<file path="config.mk">
export PLATFORM = sky130hd
export DESIGN_NAME = sdram_req_ctrl
export DESIGN_NICKNAME = d
export VERILOG_FILES = /design/src/rtl/sdram_req_pkg.sv /design/src/rtl/sdram_addr_gen.sv /design/src/rtl/sdram_req_ctrl.sv
export SDC_FILE = /design/constraint.sdc
export NUM_CORES = 1
export LEC_CHECK = 0
export ABC_AREA = 1
export BUFFER_PORTS_ARGS = -buffer_cell sky130_fd_sc_hd__buf_2
export CORE_MARGIN = 10
export CORE_UTILIZATION = 40
export CTS_CLUSTER_DIAMETER = 120
export DETAILED_ROUTE_END_ITERATION = 16
export PLACE_DENSITY = 0.67
export SLEW_MARGIN = 20
export SYNTH_ARGS = -nofsm -noshare
export SYNTH_HDL_FRONTEND = slang
export SYNTH_HIERARCHICAL = 1
export SYNTH_SLANG_ARGS = --single-unit
</file>
<file path="constraint.sdc">
create_clock -name clk -period 2.2 [get_ports clk]
set_input_delay 0.44 -clock clk [delete_from_list [all_inputs] [get_ports clk]]
set_output_delay 0.44 -clock clk [all_outputs]
set_load 0.03 [all_outputs]
</file>
<file path="src/rtl/sdram_req_pkg.sv">
// Shared types and constants for the SDRAM burst requester.
package sdram_req_pkg;

  typedef enum logic [2:0] {
    StIdle   = 3'd0,
    StWrReq  = 3'd1,
    StWrXfer = 3'd2,
    StRdReq  = 3'd3,
    StRdXfer = 3'd4
  } state_e;

  localparam int unsigned DEFAULT_BURST_LEN   = 256;
  localparam int unsigned DEFAULT_FRAME_WORDS = 130560;

  localparam logic GRANT_WR = 1'b0;
  localparam logic GRANT_RD = 1'b1;

endpackage

</file>
<file path="src/rtl/sdram_addr_gen.sv">
// Burst start-address counter: steps by LEN, wraps to BASE at the end of the frame
// and pulses wrap for one cycle when that happens.
module sdram_addr_gen #(
  parameter int unsigned        ADDR_W = 22,
  parameter logic [ADDR_W-1:0]  BASE   = '0,
  parameter int unsigned        LEN    = 256,
  parameter int unsigned        WORDS  = 130560
) (
  input  logic              clk,
  input  logic              rst,
  input  logic              advance,
  input  logic              restart,
  output logic [ADDR_W-1:0] addr,
  output logic              wrap
);

  localparam logic [ADDR_W-1:0] STEP     = ADDR_W'(LEN);
  localparam logic [ADDR_W-1:0] END_ADDR = BASE + ADDR_W'(WORDS);

  logic [ADDR_W-1:0] addr_q, addr_d, addr_inc;
  logic              wrap_q, wrap_d;

  always_comb begin
    addr_inc = addr_q + STEP;
    addr_d   = addr_q;
    wrap_d   = 1'b0;
    // A restart overrides a coincident advance and never reports a wrap.
    if (restart) begin
      addr_d = BASE;
    end else if (advance) begin
      if (addr_inc == END_ADDR) begin
        addr_d = BASE;
        wrap_d = 1'b1;
      end else begin
        addr_d = addr_inc;
      end
    end
  end

  always_ff @(posedge clk or posedge rst) begin
    if (rst) begin
      addr_q <= BASE;
      wrap_q <= 1'b0;
    end else begin
      addr_q <= addr_d;
      wrap_q <= wrap_d;
    end
  end

  assign addr = addr_q;
  assign wrap = wrap_q;

endmodule

</file>
<file path="src/rtl/sdram_req_ctrl.sv">
// User-side SDRAM burst requester: arbitrates write-FIFO drain against read-FIFO fill
// and issues fixed-length burst requests with frame-wrapping addresses.
module sdram_req_ctrl
  import sdram_req_pkg::*;
#(
  parameter int unsigned       BURST_LEN   = DEFAULT_BURST_LEN,
  parameter int unsigned       ADDR_W      = 22,
  parameter int unsigned       CNT_W       = 10,
  parameter int unsigned       RDF_DEPTH   = 512,
  parameter logic [ADDR_W-1:0] WR_BASE     = '0,
  parameter logic [ADDR_W-1:0] RD_BASE     = '0,
  parameter int unsigned       FRAME_WORDS = DEFAULT_FRAME_WORDS
) (
  input  logic              clk,
  input  logic              rst,
  input  logic              sdram_init_done,
  input  logic [CNT_W-1:0]  wrf_usedw,
  input  logic [CNT_W-1:0]  rdf_usedw,
  input  logic              rd_en,
  input  logic              rd_restart,
  output logic              sdram_wr_req,
  output logic              sdram_rd_req,
  input  logic              sdram_wr_ack,
  input  logic              sdram_rd_ack,
  output logic [ADDR_W-1:0] sys_wraddr,
  output logic [ADDR_W-1:0] sys_rdaddr,
  output logic [8:0]        sdwr_byte,
  output logic [8:0]        sdrd_byte,
  output logic              wrf_rd_en,
  output logic              rdf_wr_en,
  output logic              wr_frame_done
);

  localparam logic [CNT_W:0] WR_THRESH = (CNT_W + 1)'(BURST_LEN);
  localparam logic [CNT_W:0] RD_THRESH = (CNT_W + 1)'(RDF_DEPTH - BURST_LEN);

  state_e state_q, state_d;
  logic   last_grant_q, last_grant_d;
  logic   restart_pend_q, restart_pend_d;
  logic   wr_pend, rd_pend, in_rd;
  logic   wr_done, rd_done, rd_load_base;
  logic   unused_rd_wrap;

  assign wr_pend = {1'b0, wrf_usedw} >= WR_THRESH;
  assign rd_pend = rd_en && ({1'b0, rdf_usedw} <= RD_THRESH);
  assign in_rd   = (state_q == StRdReq) || (state_q == StRdXfer);

  assign sdwr_byte = 9'(BURST_LEN);
  assign sdrd_byte = 9'(BURST_LEN);

  always_comb begin
    state_d        = state_q;
    last_grant_d   = last_grant_q;
    restart_pend_d = restart_pend_q;
    wr_done        = 1'b0;
    rd_done        = 1'b0;
    rd_load_base   = 1'b0;
    sdram_wr_req   = 1'b0;
    sdram_rd_req   = 1'b0;
    wrf_rd_en      = 1'b0;
    rdf_wr_en      = 1'b0;

    if (rd_restart) begin
      if (in_rd) begin
        restart_pend_d = 1'b1;
      end else begin
        rd_load_base = 1'b1;
      end
    end

    unique case (state_q)
      StIdle: begin
        if (sdram_init_done) begin
          if (wr_pend && (!rd_pend || last_grant_q == GRANT_RD)) begin
            state_d = StWrReq;
          end else if (rd_pend) begin
            state_d = StRdReq;
          end
        end
      end
      // The first data beat coincides with the ack being sampled in REQ, so it strobes too.
      StWrReq: begin
        sdram_wr_req = 1'b1;
        wrf_rd_en    = sdram_wr_ack;
        if (sdram_wr_ack) state_d = StWrXfer;
      end
      StWrXfer: begin
        wrf_rd_en = sdram_wr_ack;
        if (!sdram_wr_ack) begin
          wr_done      = 1'b1;
          last_grant_d = GRANT_WR;
          state_d      = StIdle;
        end
      end
      StRdReq: begin
        sdram_rd_req = 1'b1;
        rdf_wr_en    = sdram_rd_ack;
        if (sdram_rd_ack) state_d = StRdXfer;
      end
      StRdXfer: begin
        rdf_wr_en = sdram_rd_ack;
        if (!sdram_rd_ack) begin
          rd_done        = 1'b1;
          last_grant_d   = GRANT_RD;
          state_d        = StIdle;
          rd_load_base   = restart_pend_q || rd_restart;
          restart_pend_d = 1'b0;
        end
      end
      default: state_d = StIdle;
    endcase
  end

  always_ff @(posedge clk or posedge rst) begin
    if (rst) begin
      state_q        <= StIdle;
      last_grant_q   <= GRANT_RD;
      restart_pend_q <= 1'b0;
    end else begin
      state_q        <= state_d;
      last_grant_q   <= last_grant_d;
      restart_pend_q <= restart_pend_d;
    end
  end

  sdram_addr_gen #(
    .ADDR_W (ADDR_W),
    .BASE   (WR_BASE),
    .LEN    (BURST_LEN),
    .WORDS  (FRAME_WORDS)
  ) u_wr_addr (
    .clk     (clk),
    .rst     (rst),
    .advance (wr_done),
    .restart (1'b0),
    .addr    (sys_wraddr),
    .wrap    (wr_frame_done)
  );

  sdram_addr_gen #(
    .ADDR_W (ADDR_W),
    .BASE   (RD_BASE),
    .LEN    (BURST_LEN),
    .WORDS  (FRAME_WORDS)
  ) u_rd_addr (
    .clk     (clk),
    .rst     (rst),
    .advance (rd_done),
    .restart (rd_load_base),
    .addr    (sys_rdaddr),
    .wrap    (unused_rd_wrap)
  );

endmodule
</file>
== Word level (Yosys, flattened, before mapping) ==
Index checks and enable logic that the tools add are counted.

* Register bits: 50
* Bits in latches: 0
* RAM bits: 0
* ROM bits: 0
* Input bits: 27
* Output and inout port bits: 67
* Word-level logic and storage cells: 68
* Memories kept: 0

* Add/sub/neg operators: 2
* $mul: 0
* Divide/modulo/power cells: 0
* $lt $le $gt $ge: 2
* Eq/ne operators: 12
* Shift-type cells: 0
* Muxes and demuxes: 33
* Bitwise operators: 0
* Reductions and logical operators: 13

{| class="wikitable"
|+ Operators with widths
! kind !! number
|-
| 2-to-1 mux 22 bit || 4
|-
| adder 22 x 9 -> 22 bit (second input constant) || 2
|-
| == test 22 x 17 -> 1 bit (second input constant) || 2
|-
| 2-to-1 mux 3 bit || 7
|-
| 2-to-1 mux 1 bit || 20
|-
| case mux 3 bit (5 select lines) || 1
|-
| >= comparator 10 x 9 -> 1 bit (second input constant) || 1
|-
| less-or-equal comparator 10 x 9 -> 1 bit (second input constant) || 1
|-
| inequality test 2 bit (second input constant) || 5
|-
| == test 3 x 2 -> 1 bit (second input constant) || 2
|-
| AND reduction 6 bit || 1
|-
| nonzero test 2 bit || 2
|-
| OR reduction 2 bit || 2
|-
| == test 3 x 1 -> 1 bit (second input constant) || 1
|-
| == test 3 bit (second input constant) || 1
|-
| zero test 3 bit || 1
|-
| logical OR 1 bit || 3
|-
| inequality test 3 bit (second input constant) || 1
|-
| AND reduction 3 bit || 1
|-
| logical AND 1 bit || 2
|-
| case mux 1 bit (2 select lines) || 1
|-
| zero test 1 bit || 1
|}

== Longest topological paths before layout ==
* Word-level depth: 8
* Mapped depth: 13
* Gate-level depth less buffers: 12

== By module ==
The synthesis kept the hierarchy.

{| class="wikitable"
|+ Modules (own cells, without submodules)
! module !! instances !! cells each !! area an instance (sq um) !! seq. area each (sq um)
|-
| sdram_addr_gen (u_rd_addr) || 1 || 166 || 1159.9 || 375.4
|-
| sdram_addr_gen (u_wr_addr) || 1 || 171 || 1139.8 || 375.4
|-
| sdram_req_ctrl || 1 || 84 || 550.5 || 126.4
|}

== Least setup slack after synthesis ==
Ideal clock, no wire load.

* Path kind: reg2reg
* Start: register state_q[0]
* End: register u_rd_addr.addr_q[12], in the netlist u_rd_addr/addr[12]
* Library setup time: 117 ps
* Arrival: 1758 ps
* Setup slack: 325 ps
* Cell stages (with the launch flop): 12
* Cell sequence: dfrtp_1 > nor3_2 > inv_2 > nor2_2 > inv_1 > a21oi_1 > inv_1 > nand2_1 > dlymetal6s2s_1 > nor2_1 > nand2_1 > nand2_1

* Elaborated cells between the ends (all ways): 10
* Classes of those cells: 2 x eq/ne; 6 x mux; 2 x reduce/logical

{| class="wikitable"
|+ RTL lines
! what !! line !! RTL
|-
| start, declared || sdram_req_ctrl.sv:37 || <nowiki>state_e state_q, state_d;</nowiki>
|-
| start signal, assigned || sdram_req_ctrl.sv:116 || <nowiki>state_q <= StIdle;</nowiki>
|-
| start signal, assigned || sdram_req_ctrl.sv:120 || <nowiki>state_q <= state_d;</nowiki>
|-
| == test 3 bit || sdram_req_ctrl.sv:71 || <nowiki>unique case (state_q)</nowiki>
|-
| 2-to-1 mux 1 bit || sdram_req_ctrl.sv:71 ||
|-
| net rd_done || sdram_req_ctrl.sv:41 || <nowiki>logic wr_done, rd_done, rd_load_base;</nowiki>
|-
| nonzero test 2 bit (no line) || -- ||
|-
| end signal, assigned || sdram_addr_gen.sv:45 || <nowiki>addr_q <= addr_d;</nowiki>
|-
| end, declared || sdram_addr_gen.sv:20 || <nowiki>logic [ADDR_W-1:0] addr_q, addr_d, addr_inc;</nowiki>
|}

The timed path passes the listed nets, and every way through them passes these cells.
A chain may end at the register's enable or synchronous reset.

== Worst setup path after layout ==
Ends and elaborated chain as after synthesis.

==> run metrics <==
Max VDD drop 519 µV; Top Ports 94; antenna-violating nets left 0; power per cell area 561 nW/µm²; most frequent cells in the layout nand2_1 (133), buf_2 (51), inv_1 (43); leakage around 1.6 nW; Final Critical Period 1.99 ns; count of final setup violators 0; Hold/Removal Path Class input port to async pin; CP Data Arrival Time 2.16 ns; hold violation count in the final report 0; Crit path largest cell delay 0.44 ns; hold slack 0.0767 ns; R2R depth 10; reg2reg start state_q[0]$_DFFE_PP0P_; hold_buf cts 0; n_diodes 0; Initial Util 41.3%; commonest non-fill, non-tap cell in the layout nand2_1; crit path max-delay cell type dfrtp_1; status complete, no violations; RD Place Congestion 0.860; Pwr Total 1.77 mW; NumNets Final 509; sequential cell area between 800 and 900 µm²; Setup Buffers After CTS 0; Layout Skew 0.00576 ns; register clock-pin slew on the reported worst setup and hold paths 0.07 ns; setup repair after global routing missed its margin false; Layout area overhead 12.0%; H-tree depth 2; via count 2650; crit path from state_q[0]$_DFFE_PP0P_; die height 104 µm; Via-to-Cell Ratio 4.62; # DRC 0; Mapped Area 2820 µm²; Required @ worst endpoint 2.37 ns; Post-DP HPWL 5500 µm; FP Rows 30; Worst path most repeated cell nand2_1; CP Launch Type flip-flop; GRT overflow 0; CP Capture Type flip-flop; clk buf depth 2; root buf cell clkbuf_8; Worst-Skew Late Latency between 0.2 and 0.3 ns; Slew Limit Fails 0; worst slew pin tran 0.635 ns; Max-Slew Margin vs Limit 57.6%; full die area 10800 µm²; Detailed Routing Iterations Pass 1 4; Tcrit/Tclk final 90.5%; first-pass GRT wire length 12100 µm; Die W 104 µm; IO Port Bufs 51; Fmax 502 MHz; FF-to-FF End u_rd_addr/addr[12]$_DFFE_PP0P_; Critical Path Fanout Max 12; final wirelength 6990 µm; Syn Area/Cell a little under 7 µm²; final setup margin 0.209 ns; TritonCTS buffer count 5; fillers 710; initial antenna violation count 0; DRT iter0 DRCs 182; setup TNS 0 ns; post-CTS sizing 0; CTS tree yes; warnings from Yosys 6; CTS sink cnt 34; largest net degree at the start of global routing 16; area occupied by multi-input gates 1630 µm²; Wirelength per Cell about 12 µm; DP Worst Slack 0.213 ns; Cells after Synth 419; vias in the first global route 2612; critical setup path kind flip-flop to flip-flop; CP Cell Sequence nor3_2, inv_2, nor2_2, inv_1, a21oi_1, inv_1, nand2_1, nor2_1, nand2_1, nand2_1; R2R setup slack 0.21 ns; Core Area 6830 µm²; Critical path destination u_rd_addr/addr[12]$_DFFE_PP0P_; share of layout cells above drive strength 1 around a quarter; Total Routing Usage GR between 10 and 15%; Max Cap Viol 0
## report_power, final
group	total, mW	leakage (nW)	switching [mW]	internal (mW)
clock	0.484	0.0482	0.232	0.253
sequential	0.726	0.464	0.0502	0.675
combinational	0.561	1.12	0.412	0.149
total	1.77	1.63	0.694	1.08
## final cells by class
| cell class | instances | area share [%] |
|---|---|---|
| Tap cell | 96 | 3.80 |
| Inverter | 50 | 5.95 |
| Sequential cell | 34 | 27.0 |
| Timing Repair Buffer | 54 | 8.80 |
| Multi-Input combinational cell | 331 | 51.6 |
| Clock inverter | 1 | 0.159 |
| Clock buffer | 7 | 2.73 |
## metrics by stage
step,util (%),area [µm²],instances
2_1_floorplan,-,2940,451
4_1_cts,46.2,3160,573
6_report,46.2,3160,573
3_5_place_dp,44.9,3070,565
5_1_grt,46.2,3160,573
3_3_place_gp,44.9,3070,565
## worst min-delay path by stage
stage / from / endpoint / slack, ns
after floorplan: rst / restart_pend_q$_DFF_PP0_ / 0.22
after global placement: rst / state_q[2]$_DFFE_PP0P_ / 0.38
after detailed placement: rst / state_q[1]$_DFFE_PP0P_ / 0.38
after CTS: rst / state_q[2]$_DFFE_PP0P_ / 0.07
after global routing: rst / state_q[2]$_DFFE_PP0P_ / 0.08
final: rst / state_q[0]$_DFFE_PP0P_ / 0.08
## layer usage
layer	vias up	track usage, %	routed length, µm
met2	84	20.6	3170
met1	1216	16.2	3270
met3	2	3.90	496
met5	-	0	0
met4	0	3.68	49
li1	1348	-	-
## worst max-delay path: cells and delay by family (launching register included)
kind                   cells  cell delay (ns)
AOI/OAI and AO/OA          1             0.26
buffers and inverters      3             0.25
DFF                        1             0.44
and+or+nand+nor            6             0.92
## flip-flops by register name, summed over array words and instances, names as in the netlist
name and count:
u_wr_addr/wrap 1, u_wr_addr/addr 14, last_grant_q 1, state_q 3
restart_pend_q 1, u_rd_addr/addr 14
Note: power is estimated with default switching activity, not from simulation.
